==> src/rtl/div_ctrl_if.sv <==
// Bundle between the EX stage, the divide sequencer and the shared divider.
// The sequencer uses the slave view; whoever drives EX and the divider uses master.
interface div_ctrl_if #(
  parameter int DW = 32
);
  logic          req_valid_i;
  logic [1:0]    op_i;
  logic [DW-1:0] rs1_i;
  logic [DW-1:0] rs2_i;
  logic [4:0]    rd_i;
  logic          flush_i;
  logic          stall_o;
  logic          res_valid_o;
  logic [DW-1:0] res_data_o;
  logic [4:0]    res_rd_o;
  logic          err_timeout_o;
  logic          div_start_o;
  logic [DW-1:0] div_dividend_o;
  logic [DW-1:0] div_divisor_o;
  logic          div_signed_o;
  logic          div_busy_i;
  logic          div_done_i;
  logic [DW-1:0] div_quot_i;
  logic [DW-1:0] div_rem_i;

  modport slave (
    input  req_valid_i, op_i, rs1_i, rs2_i, rd_i, flush_i,
    output stall_o, res_valid_o, res_data_o, res_rd_o, err_timeout_o,
    output div_start_o, div_dividend_o, div_divisor_o, div_signed_o,
    input  div_busy_i, div_done_i, div_quot_i, div_rem_i
  );

  modport master (
    output req_valid_i, op_i, rs1_i, rs2_i, rd_i, flush_i,
    input  stall_o, res_valid_o, res_data_o, res_rd_o, err_timeout_o,
    input  div_start_o, div_dividend_o, div_divisor_o, div_signed_o,
    output div_busy_i, div_done_i, div_quot_i, div_rem_i
  );
endinterface

==> src/rtl/div_ctrl.sv <==
// Sequencer between EX and the shared iterative divider for DIV/DIVU/REM/REMU.
// Divide-by-zero, signed overflow and repeated operand pairs are answered without the divider.
module div_ctrl #(
  parameter int DW      = 32,
  parameter int TIMEOUT = 48
) (
  input logic       clk,
  input logic       rst,
  div_ctrl_if.slave bus
);
  localparam int            CW       = $clog2(TIMEOUT + 1);
  localparam logic [CW-1:0] CNT_LAST = CW'(TIMEOUT - 1);
  localparam logic [DW-1:0] INT_MIN  = {1'b1, {(DW-1){1'b0}}};

  typedef enum logic [2:0] {IDLE, ISSUE, WAIT, DONE, DRAIN} state_e;

  state_e        state_q, state_d;
  logic [CW-1:0] cnt_q, cnt_d;

  logic          rem_q;
  logic          signed_q;
  logic [4:0]    rd_q;
  logic [DW-1:0] dividend_q;
  logic [DW-1:0] divisor_q;
  logic [DW-1:0] res_q;
  logic          err_q;

  logic          cache_vld_q;
  logic          cache_sgn_q;
  logic [DW-1:0] cache_rs1_q;
  logic [DW-1:0] cache_rs2_q;
  logic [DW-1:0] cache_quot_q;
  logic [DW-1:0] cache_rem_q;

  logic          accept;
  logic          req_signed;
  logic          req_rem;
  logic          div_zero;
  logic          overflow;
  logic          cache_hit;
  logic          fast_path;
  logic [DW-1:0] fast_res;
  logic          in_flight;
  logic          capture;
  logic          tmo;

  assign req_signed = ~bus.op_i[0];
  assign req_rem    = bus.op_i[1];
  assign accept     = !rst && (state_q == IDLE) && bus.req_valid_i && !bus.flush_i;
  assign div_zero   = (bus.rs2_i == '0);
  assign overflow   = req_signed && (bus.rs1_i == INT_MIN) && (bus.rs2_i == '1);
  // The op type is not part of the tag: quotient and remainder are cached together.
  assign cache_hit  = cache_vld_q && (cache_rs1_q == bus.rs1_i) &&
                      (cache_rs2_q == bus.rs2_i) && (cache_sgn_q == req_signed);
  assign fast_path  = div_zero || overflow || cache_hit;

  always_comb begin
    fast_res = req_rem ? cache_rem_q : cache_quot_q;
    if (div_zero) begin
      fast_res = req_rem ? bus.rs1_i : '1;
    end else if (overflow) begin
      fast_res = req_rem ? '0 : bus.rs1_i;
    end
  end

  assign in_flight = (state_q == WAIT) || (state_q == DRAIN);
  assign capture   = in_flight && bus.div_done_i;
  assign tmo       = in_flight && !bus.div_done_i && (cnt_q == CNT_LAST);

  always_ff @(posedge clk or posedge rst) begin
    if (rst) begin
      state_q <= IDLE;
      cnt_q   <= '0;
    end else begin
      state_q <= state_d;
      cnt_q   <= cnt_d;
    end
  end

  always_comb begin
    state_d = state_q;
    cnt_d   = cnt_q;
    case (state_q)
      IDLE: begin
        if (accept) state_d = fast_path ? DONE : ISSUE;
      end
      ISSUE: begin
        cnt_d = '0;
        if (bus.flush_i)          state_d = IDLE;
        else if (!bus.div_busy_i) state_d = WAIT;
      end
      WAIT: begin
        cnt_d = cnt_q + CW'(1);
        // A flush coinciding with completion needs no drain; the divider is already free.
        if (capture || tmo)    state_d = bus.flush_i ? IDLE : DONE;
        else if (bus.flush_i)  state_d = DRAIN;
      end
      DONE:  state_d = IDLE;
      DRAIN: begin
        cnt_d = cnt_q + CW'(1);
        if (capture || tmo) state_d = IDLE;
      end
      default: state_d = IDLE;
    endcase
  end

  always_comb begin
    bus.stall_o     = 1'b0;
    bus.res_valid_o = 1'b0;
    bus.div_start_o = 1'b0;
    case (state_q)
      IDLE:  bus.stall_o = accept;
      ISSUE: begin
        bus.stall_o     = 1'b1;
        bus.div_start_o = !bus.div_busy_i && !bus.flush_i;
      end
      WAIT:  bus.stall_o = 1'b1;
      DONE:  bus.res_valid_o = !bus.flush_i;
      DRAIN: bus.stall_o = bus.req_valid_i;
      default: ;
    endcase
  end

  always_ff @(posedge clk or posedge rst) begin
    if (rst) begin
      rem_q      <= 1'b0;
      signed_q   <= 1'b0;
      rd_q       <= '0;
      dividend_q <= '0;
      divisor_q  <= '0;
      res_q      <= '0;
      err_q      <= 1'b0;
    end else begin
      if (accept) begin
        rem_q      <= req_rem;
        signed_q   <= req_signed;
        rd_q       <= bus.rd_i;
        dividend_q <= bus.rs1_i;
        divisor_q  <= bus.rs2_i;
        res_q      <= fast_res;
      end
      if (capture) res_q <= rem_q ? bus.div_rem_i : bus.div_quot_i;
      if (tmo) begin
        err_q <= 1'b1;
        res_q <= '0;
      end
    end
  end

  // Drained results still refresh the cache so a replayed op after a flush hits.
  always_ff @(posedge clk or posedge rst) begin
    if (rst) begin
      cache_vld_q  <= 1'b0;
      cache_sgn_q  <= 1'b0;
      cache_rs1_q  <= '0;
      cache_rs2_q  <= '0;
      cache_quot_q <= '0;
      cache_rem_q  <= '0;
    end else if (capture) begin
      cache_vld_q  <= 1'b1;
      cache_sgn_q  <= signed_q;
      cache_rs1_q  <= dividend_q;
      cache_rs2_q  <= divisor_q;
      cache_quot_q <= bus.div_quot_i;
      cache_rem_q  <= bus.div_rem_i;
    end
  end

  assign bus.res_data_o     = res_q;
  assign bus.res_rd_o       = rd_q;
  assign bus.err_timeout_o  = err_q;
  assign bus.div_dividend_o = dividend_q;
  assign bus.div_divisor_o  = divisor_q;
  assign bus.div_signed_o   = signed_q;
endmodule

==> src/flat_wrapper.sv <==
// flat-port wrapper written by rule: the top's interface ports become plain ports
module div_ctrl_flat 
#(
  parameter int DW      = 32,
  parameter int TIMEOUT = 48
)
  (clk, rst, bus_req_valid_i, bus_op_i, bus_rs1_i, bus_rs2_i, bus_rd_i, bus_flush_i, bus_stall_o, bus_res_valid_o, bus_res_data_o, bus_res_rd_o, bus_err_timeout_o, bus_div_start_o, bus_div_dividend_o, bus_div_divisor_o, bus_div_signed_o, bus_div_busy_i, bus_div_done_i, bus_div_quot_i, bus_div_rem_i);
  div_ctrl_if #(.DW(DW)) bus_i ();
  input logic clk;
  input logic rst;
  input wire logic [$bits(bus_i.req_valid_i)-1:0] bus_req_valid_i;
  input wire logic [$bits(bus_i.op_i)-1:0] bus_op_i;
  input wire logic [$bits(bus_i.rs1_i)-1:0] bus_rs1_i;
  input wire logic [$bits(bus_i.rs2_i)-1:0] bus_rs2_i;
  input wire logic [$bits(bus_i.rd_i)-1:0] bus_rd_i;
  input wire logic [$bits(bus_i.flush_i)-1:0] bus_flush_i;
  output wire logic [$bits(bus_i.stall_o)-1:0] bus_stall_o;
  output wire logic [$bits(bus_i.res_valid_o)-1:0] bus_res_valid_o;
  output wire logic [$bits(bus_i.res_data_o)-1:0] bus_res_data_o;
  output wire logic [$bits(bus_i.res_rd_o)-1:0] bus_res_rd_o;
  output wire logic [$bits(bus_i.err_timeout_o)-1:0] bus_err_timeout_o;
  output wire logic [$bits(bus_i.div_start_o)-1:0] bus_div_start_o;
  output wire logic [$bits(bus_i.div_dividend_o)-1:0] bus_div_dividend_o;
  output wire logic [$bits(bus_i.div_divisor_o)-1:0] bus_div_divisor_o;
  output wire logic [$bits(bus_i.div_signed_o)-1:0] bus_div_signed_o;
  input wire logic [$bits(bus_i.div_busy_i)-1:0] bus_div_busy_i;
  input wire logic [$bits(bus_i.div_done_i)-1:0] bus_div_done_i;
  input wire logic [$bits(bus_i.div_quot_i)-1:0] bus_div_quot_i;
  input wire logic [$bits(bus_i.div_rem_i)-1:0] bus_div_rem_i;
  assign bus_i.req_valid_i = bus_req_valid_i;
  assign bus_i.op_i = bus_op_i;
  assign bus_i.rs1_i = bus_rs1_i;
  assign bus_i.rs2_i = bus_rs2_i;
  assign bus_i.rd_i = bus_rd_i;
  assign bus_i.flush_i = bus_flush_i;
  assign bus_stall_o = bus_i.stall_o;
  assign bus_res_valid_o = bus_i.res_valid_o;
  assign bus_res_data_o = bus_i.res_data_o;
  assign bus_res_rd_o = bus_i.res_rd_o;
  assign bus_err_timeout_o = bus_i.err_timeout_o;
  assign bus_div_start_o = bus_i.div_start_o;
  assign bus_div_dividend_o = bus_i.div_dividend_o;
  assign bus_div_divisor_o = bus_i.div_divisor_o;
  assign bus_div_signed_o = bus_i.div_signed_o;
  assign bus_i.div_busy_i = bus_div_busy_i;
  assign bus_i.div_done_i = bus_div_done_i;
  assign bus_i.div_quot_i = bus_div_quot_i;
  assign bus_i.div_rem_i = bus_div_rem_i;
  div_ctrl #(.DW(DW), .TIMEOUT(TIMEOUT)) u_core (.clk(clk), .rst(rst), .bus(bus_i));
endmodule
==> config.mk <==
export PLATFORM = sky130hd
export DESIGN_NAME = div_ctrl_flat
export DESIGN_NICKNAME = d
export VERILOG_FILES = /design/src/rtl/div_ctrl_if.sv /design/src/rtl/div_ctrl.sv /design/src/flat_wrapper.sv
export SDC_FILE = /design/constraint.sdc
export NUM_CORES = 1
export LEC_CHECK = 0
export CAP_MARGIN = 20
export CORE_ASPECT_RATIO = 0.75
export CORE_MARGIN = 2
export CORE_UTILIZATION = 40
export DETAILED_ROUTE_END_ITERATION = 8
export PLACE_DENSITY = 0.65
export SETUP_SLACK_MARGIN = 0.15
export SYNTH_ARGS = -nofsm -noshare
export SYNTH_HDL_FRONTEND = slang
export SYNTH_SLANG_ARGS = --single-unit
export TNS_END_PERCENT = 1
==> constraint.sdc <==
create_clock -name clk -period 19.6 [get_ports clk]
set_input_delay 1.96 -clock clk [delete_from_list [all_inputs] [get_ports clk]]
set_output_delay 1.96 -clock clk [all_outputs]
set_load 0.005 [all_outputs]
==> impl_results.md <==
- Most common cell on crit path: clkdlybuf4s50_1
- Worst path bufs/invs: 2
- DRC: 0
- Routing usage on met2: 0.3607
- Met1 Track Usage GR: 0.3708
- Total grt overflow: 0
- Reg-to-reg endpoint: u_core.bus.res_data_o[31]$_DFFE_PP0P_
- Met3 usage: 0.05148
- Total Wirelength: 37980 µm
- Worst Hold Class: register to register
- Die W: 201.3 µm
- Setup Total Neg Slack: 0 ns
- FMAX: 178.8 MHz
- Vias: 10.32k
- Number of global-route vias before repair: 10.18k
- R2r startpoint: u_core.state_q[1]$_DFFE_PP0P_
- Worst vdd ir: 0.06697 mV
- Post-route insts no fill: 1958
- Status: complete, no violations
- Clk Latency, worst-skew pair: 0.54 ns
- Clock Path Buffers: 3
- DRT Pass-1 Iters: 7
- Antenna-violating nets left: 0
- GRT busiest layer: met1
- Diode count: 0
- Die H: 151.9 µm
- Total CTS buffers: 26
- Slew headroom: 0.3368
- CP Launch Type: input pin
- DP Wirelength: 26110 µm
- FF+latch count, synth: 243
- CP cell instances: clkdlybuf4s50_1 -> or3b_1 -> o22ai_1 -> clkdlybuf4s50_1
- CTS resizes: 0
- Total track usage: 0.2467
- Max_cap viols: 0
- Clk sink count: 243
- Net count after synthesis: 1482
- Critical path type: input pin to output pin
- I/O Buffers: 246
- H-tree depth: 1
- Final Setup Violations: 0
- Pin count of the biggest net entering global routing: 134
- Hold endpoint: u_core.cache_quot_q[31]$_DFFE_PP0N_
- Avg Cell Area, Syn: 8.711 µm²
- Vias per cell: 5.272
- Leakage power: 7.035 nW
- Slowest CP cell: clkdlybuf4s50_1
- RSZ-0062 raised after global routing: false
- Synth Warn #: 0
- Seq/Total Area, Yosys: 0.5210
- Placed cells: 1913
- Cell variety after synth: 67
- Area growth from synthesis to layout: 30.77%
- GPL Wtd Cong: 0.9052
- Avg WL per Cell: 19.40 µm
- Clock-pin transition on the worst setup and hold timing paths: 0.05 ns
- Initial antenna violation count: 2
- Initial Util: 0.4036
- Share of layout cells above drive strength 1: 0.05556
- Post-CTS Setup Bufs: 0
- Worst stage delay on the critical path: 0.53 ns
- Synth Flop Type: dfrtp_1
- Required @ worst endpoint: 17.64 ns
- Asr flop ratio synth: 1.000
- Clock Skew: 0.02711 ns
- Pins Over Slew Limit: 0
- Flop-to-flop setup slack: 16.44 ns
- CP arrival: 3.63 ns
- Hold path startpoint: u_core.cache_quot_q[31]$_DFFE_PP0N_
- TritonCTS clock tree: done
- # IOs: 247
- Worst-path fanout max: 3
- Post-Syn Instances: 1340
- First-pass GRT wire length: 59340 µm
- Row count: 54
- Period utilization: 0.2854
- Worst slew pin tran: 0.9948 ns
- Crit. End Element: output pin
- Final hold violations: 0
- Tmin final: 5.594 ns
- Cells on Worst Hold Path: 2
- EDFF count, synth: 0
- Die area: 30580 µm²
- Reg2Reg Depth: 6
- Crit-path leading delay family: buffers and inverters
- Hold Buf Count CTS: 0
- Initial DRC Count: 819
- Cell Area, Synth: 11670 µm²
- Core ar.: 28920 µm²
- Root Buffer: clkbuf_16
- Fin nets: 1692
- PD cells: 133.3 nW/µm²
tightest hold or removal path: cells and delay by family (launching register included):
kind             cells  cell delay [ns]
DFF                  1             0.33
and+or+nand+nor      2             0.10
flip-flops by register name, summed over array words and instances (netlist names):
signal and flops:
u_core.cache_sgn_q 1, u_core.cache_rs1_q 32, u_core.bus.res_rd_o 5, u_core.cache_rem_q 32, u_core.bus.err_timeout_o 1, u_core.state_q 3, u_core.cache_vld_q 1, u_core.bus.div_divisor_o 32
u_core.cnt_q 6, u_core.bus.div_signed_o 1, u_core.bus.res_data_o 32, u_core.rem_q 1, u_core.bus.div_dividend_o 32, u_core.cache_rs2_q 32, u_core.cache_quot_q 32
through the flow:
| stage | hold slack, ns | cell area [µm²] | utilization | total power [mW] | worst slack (ns) |
|---|---|---|---|---|---|
| floorplan | 0.4324 | 11670 | - | 1.202 | 10.95 |
| global placement | 0.4519 | 14440 | 0.4993 | 1.545 | 14.07 |
| detailed placement | 0.4598 | 14440 | 0.4993 | 1.565 | 14.01 |
| CTS | 0.4738 | 15240 | 0.5272 | 2.045 | 14.01 |
| global route | 0.4881 | 15260 | 0.5279 | 2.170 | 13.97 |
| finish | 0.4681 | 15260 | 0.5279 | 2.036 | 14.01 |
power by group:
| part | total [mW] | leakage (nW) | switching [mW] | internal, mW |
|---|---|---|---|---|
| Clock | 0.473 | 0.396 | 0.202 | 0.271 |
| Combinational | 0.703 | 3.57 | 0.344 | 0.360 |
| Sequential | 0.860 | 3.07 | 0.151 | 0.708 |
synthesized netlist by cell type (all sizes together) (2+ instances only):
library cell  number  share of area
o21ai             52          0.022
buf               14         0.0066
xor2              32          0.024
or4                3         0.0023
nor4bb             4         0.0034
dfrtp            243           0.52
nor4b              2         0.0015
inv               35          0.011
o311a              4         0.0034
nand4             17         0.0091
nor4              24          0.015
nor2b              3         0.0016
a2bb2oi            2         0.0015
nor2              43          0.014
nand2b             2         0.0011
xnor2             21          0.016
nor3               5         0.0031
a21oi             52          0.022
nand2            579           0.19
a21o              23          0.015
o22ai              6         0.0032
o2bb2ai            3         0.0023
o311ai             3         0.0023
o221ai            12          0.014
nand4b             2         0.0015
a221oi            19          0.020
a31oi              2         0.0011
o31ai              4         0.0026
mux2i             33          0.028
or3                2         0.0016
or2                4         0.0021
and3               3         0.0016
a211oi             4         0.0036
clkbuf            63          0.020
a311oi             2         0.0015
per-layer routing:
| metal | vias to the layer above | part of all wire |
|---|---|---|
| li1 | 4856 | - |
| met1 | 5007 | 0.46 |
| met2 | 396 | 0.43 |
| met3 | 62 | 0.078 |
| met4 | 2 | 0.027 |
| met5 | - | 0.00034 |
how the worst max path moves through the flow:
stage | from | cells past startpoint | to
final | bus_req_valid_i | 4 | bus_stall_o
after global routing | bus_req_valid_i | 4 | bus_stall_o
after CTS | bus_req_valid_i | 4 | bus_stall_o
after detailed placement | bus_req_valid_i | 4 | bus_stall_o
after global placement | bus_req_valid_i | 4 | bus_stall_o
after floorplan | rst | 1 | u_core.bus.div_dividend_o[0]$_DFFE_PP0P_
cell families (layout without fill, tap and decap cells):
logic type,after synthesis,after routing,share of synthesized area
buf+inv,112,338,0.03816
fa+ha+maj,1,1,0.001072
flops,243,243,0.5210
simple gates,700,700,0.2492
xor+xnor,53,53,0.03977
compound gates,197,197,0.1216
mux,34,34,0.02926
placed cells by master (no fill, tap or decap), types with 3 or more instances in the layout:
master | netlist | layout
or2_2 | 3 | 3
xnor2_1 | 21 | 21
o31ai_1 | 4 | 4
o21ai_1 | 10 | 10
a21oi_1 | 52 | 52
clkbuf_1 | 63 | 8
clkbuf_16 | 0 | 26
a221oi_1 | 9 | 9
o2bb2ai_1 | 3 | 3
o311a_1 | 4 | 4
o221ai_2 | 10 | 10
nor4bb_1 | 4 | 4
xor2_1 | 32 | 32
nor4_1 | 22 | 22
nor3_1 | 4 | 4
clkbuf_8 | 0 | 7
o21ai_0 | 42 | 42
a211oi_1 | 3 | 3
nor2_1 | 43 | 41
nand2_1 | 578 | 577
mux2i_1 | 33 | 33
inv_1 | 35 | 34
dfrtp_1 | 243 | 242
a21o_1 | 23 | 23
and3_1 | 3 | 3
a221oi_2 | 10 | 10
o22ai_1 | 6 | 6
buf_4 | 2 | 12
clkdlybuf4s50_1 | 0 | 246
nor2b_1 | 3 | 3
nand4_1 | 17 | 17
cell type report:
| cell class | instances | area [µm²] |
|---|---|---|
| clock buffers | 41 | 777.0 |
| clock inverters | 3 | 30.03 |
| fillers | 2748 | 13650 |
| inverters | 35 | 138.9 |
| multi-input cells | 985 | 5174 |
| flip-flops and latches | 243 | 6082 |
| well taps | 392 | 490.5 |
| repair buffers | 259 | 2572 |
Power figures use the tool's default switching activity.
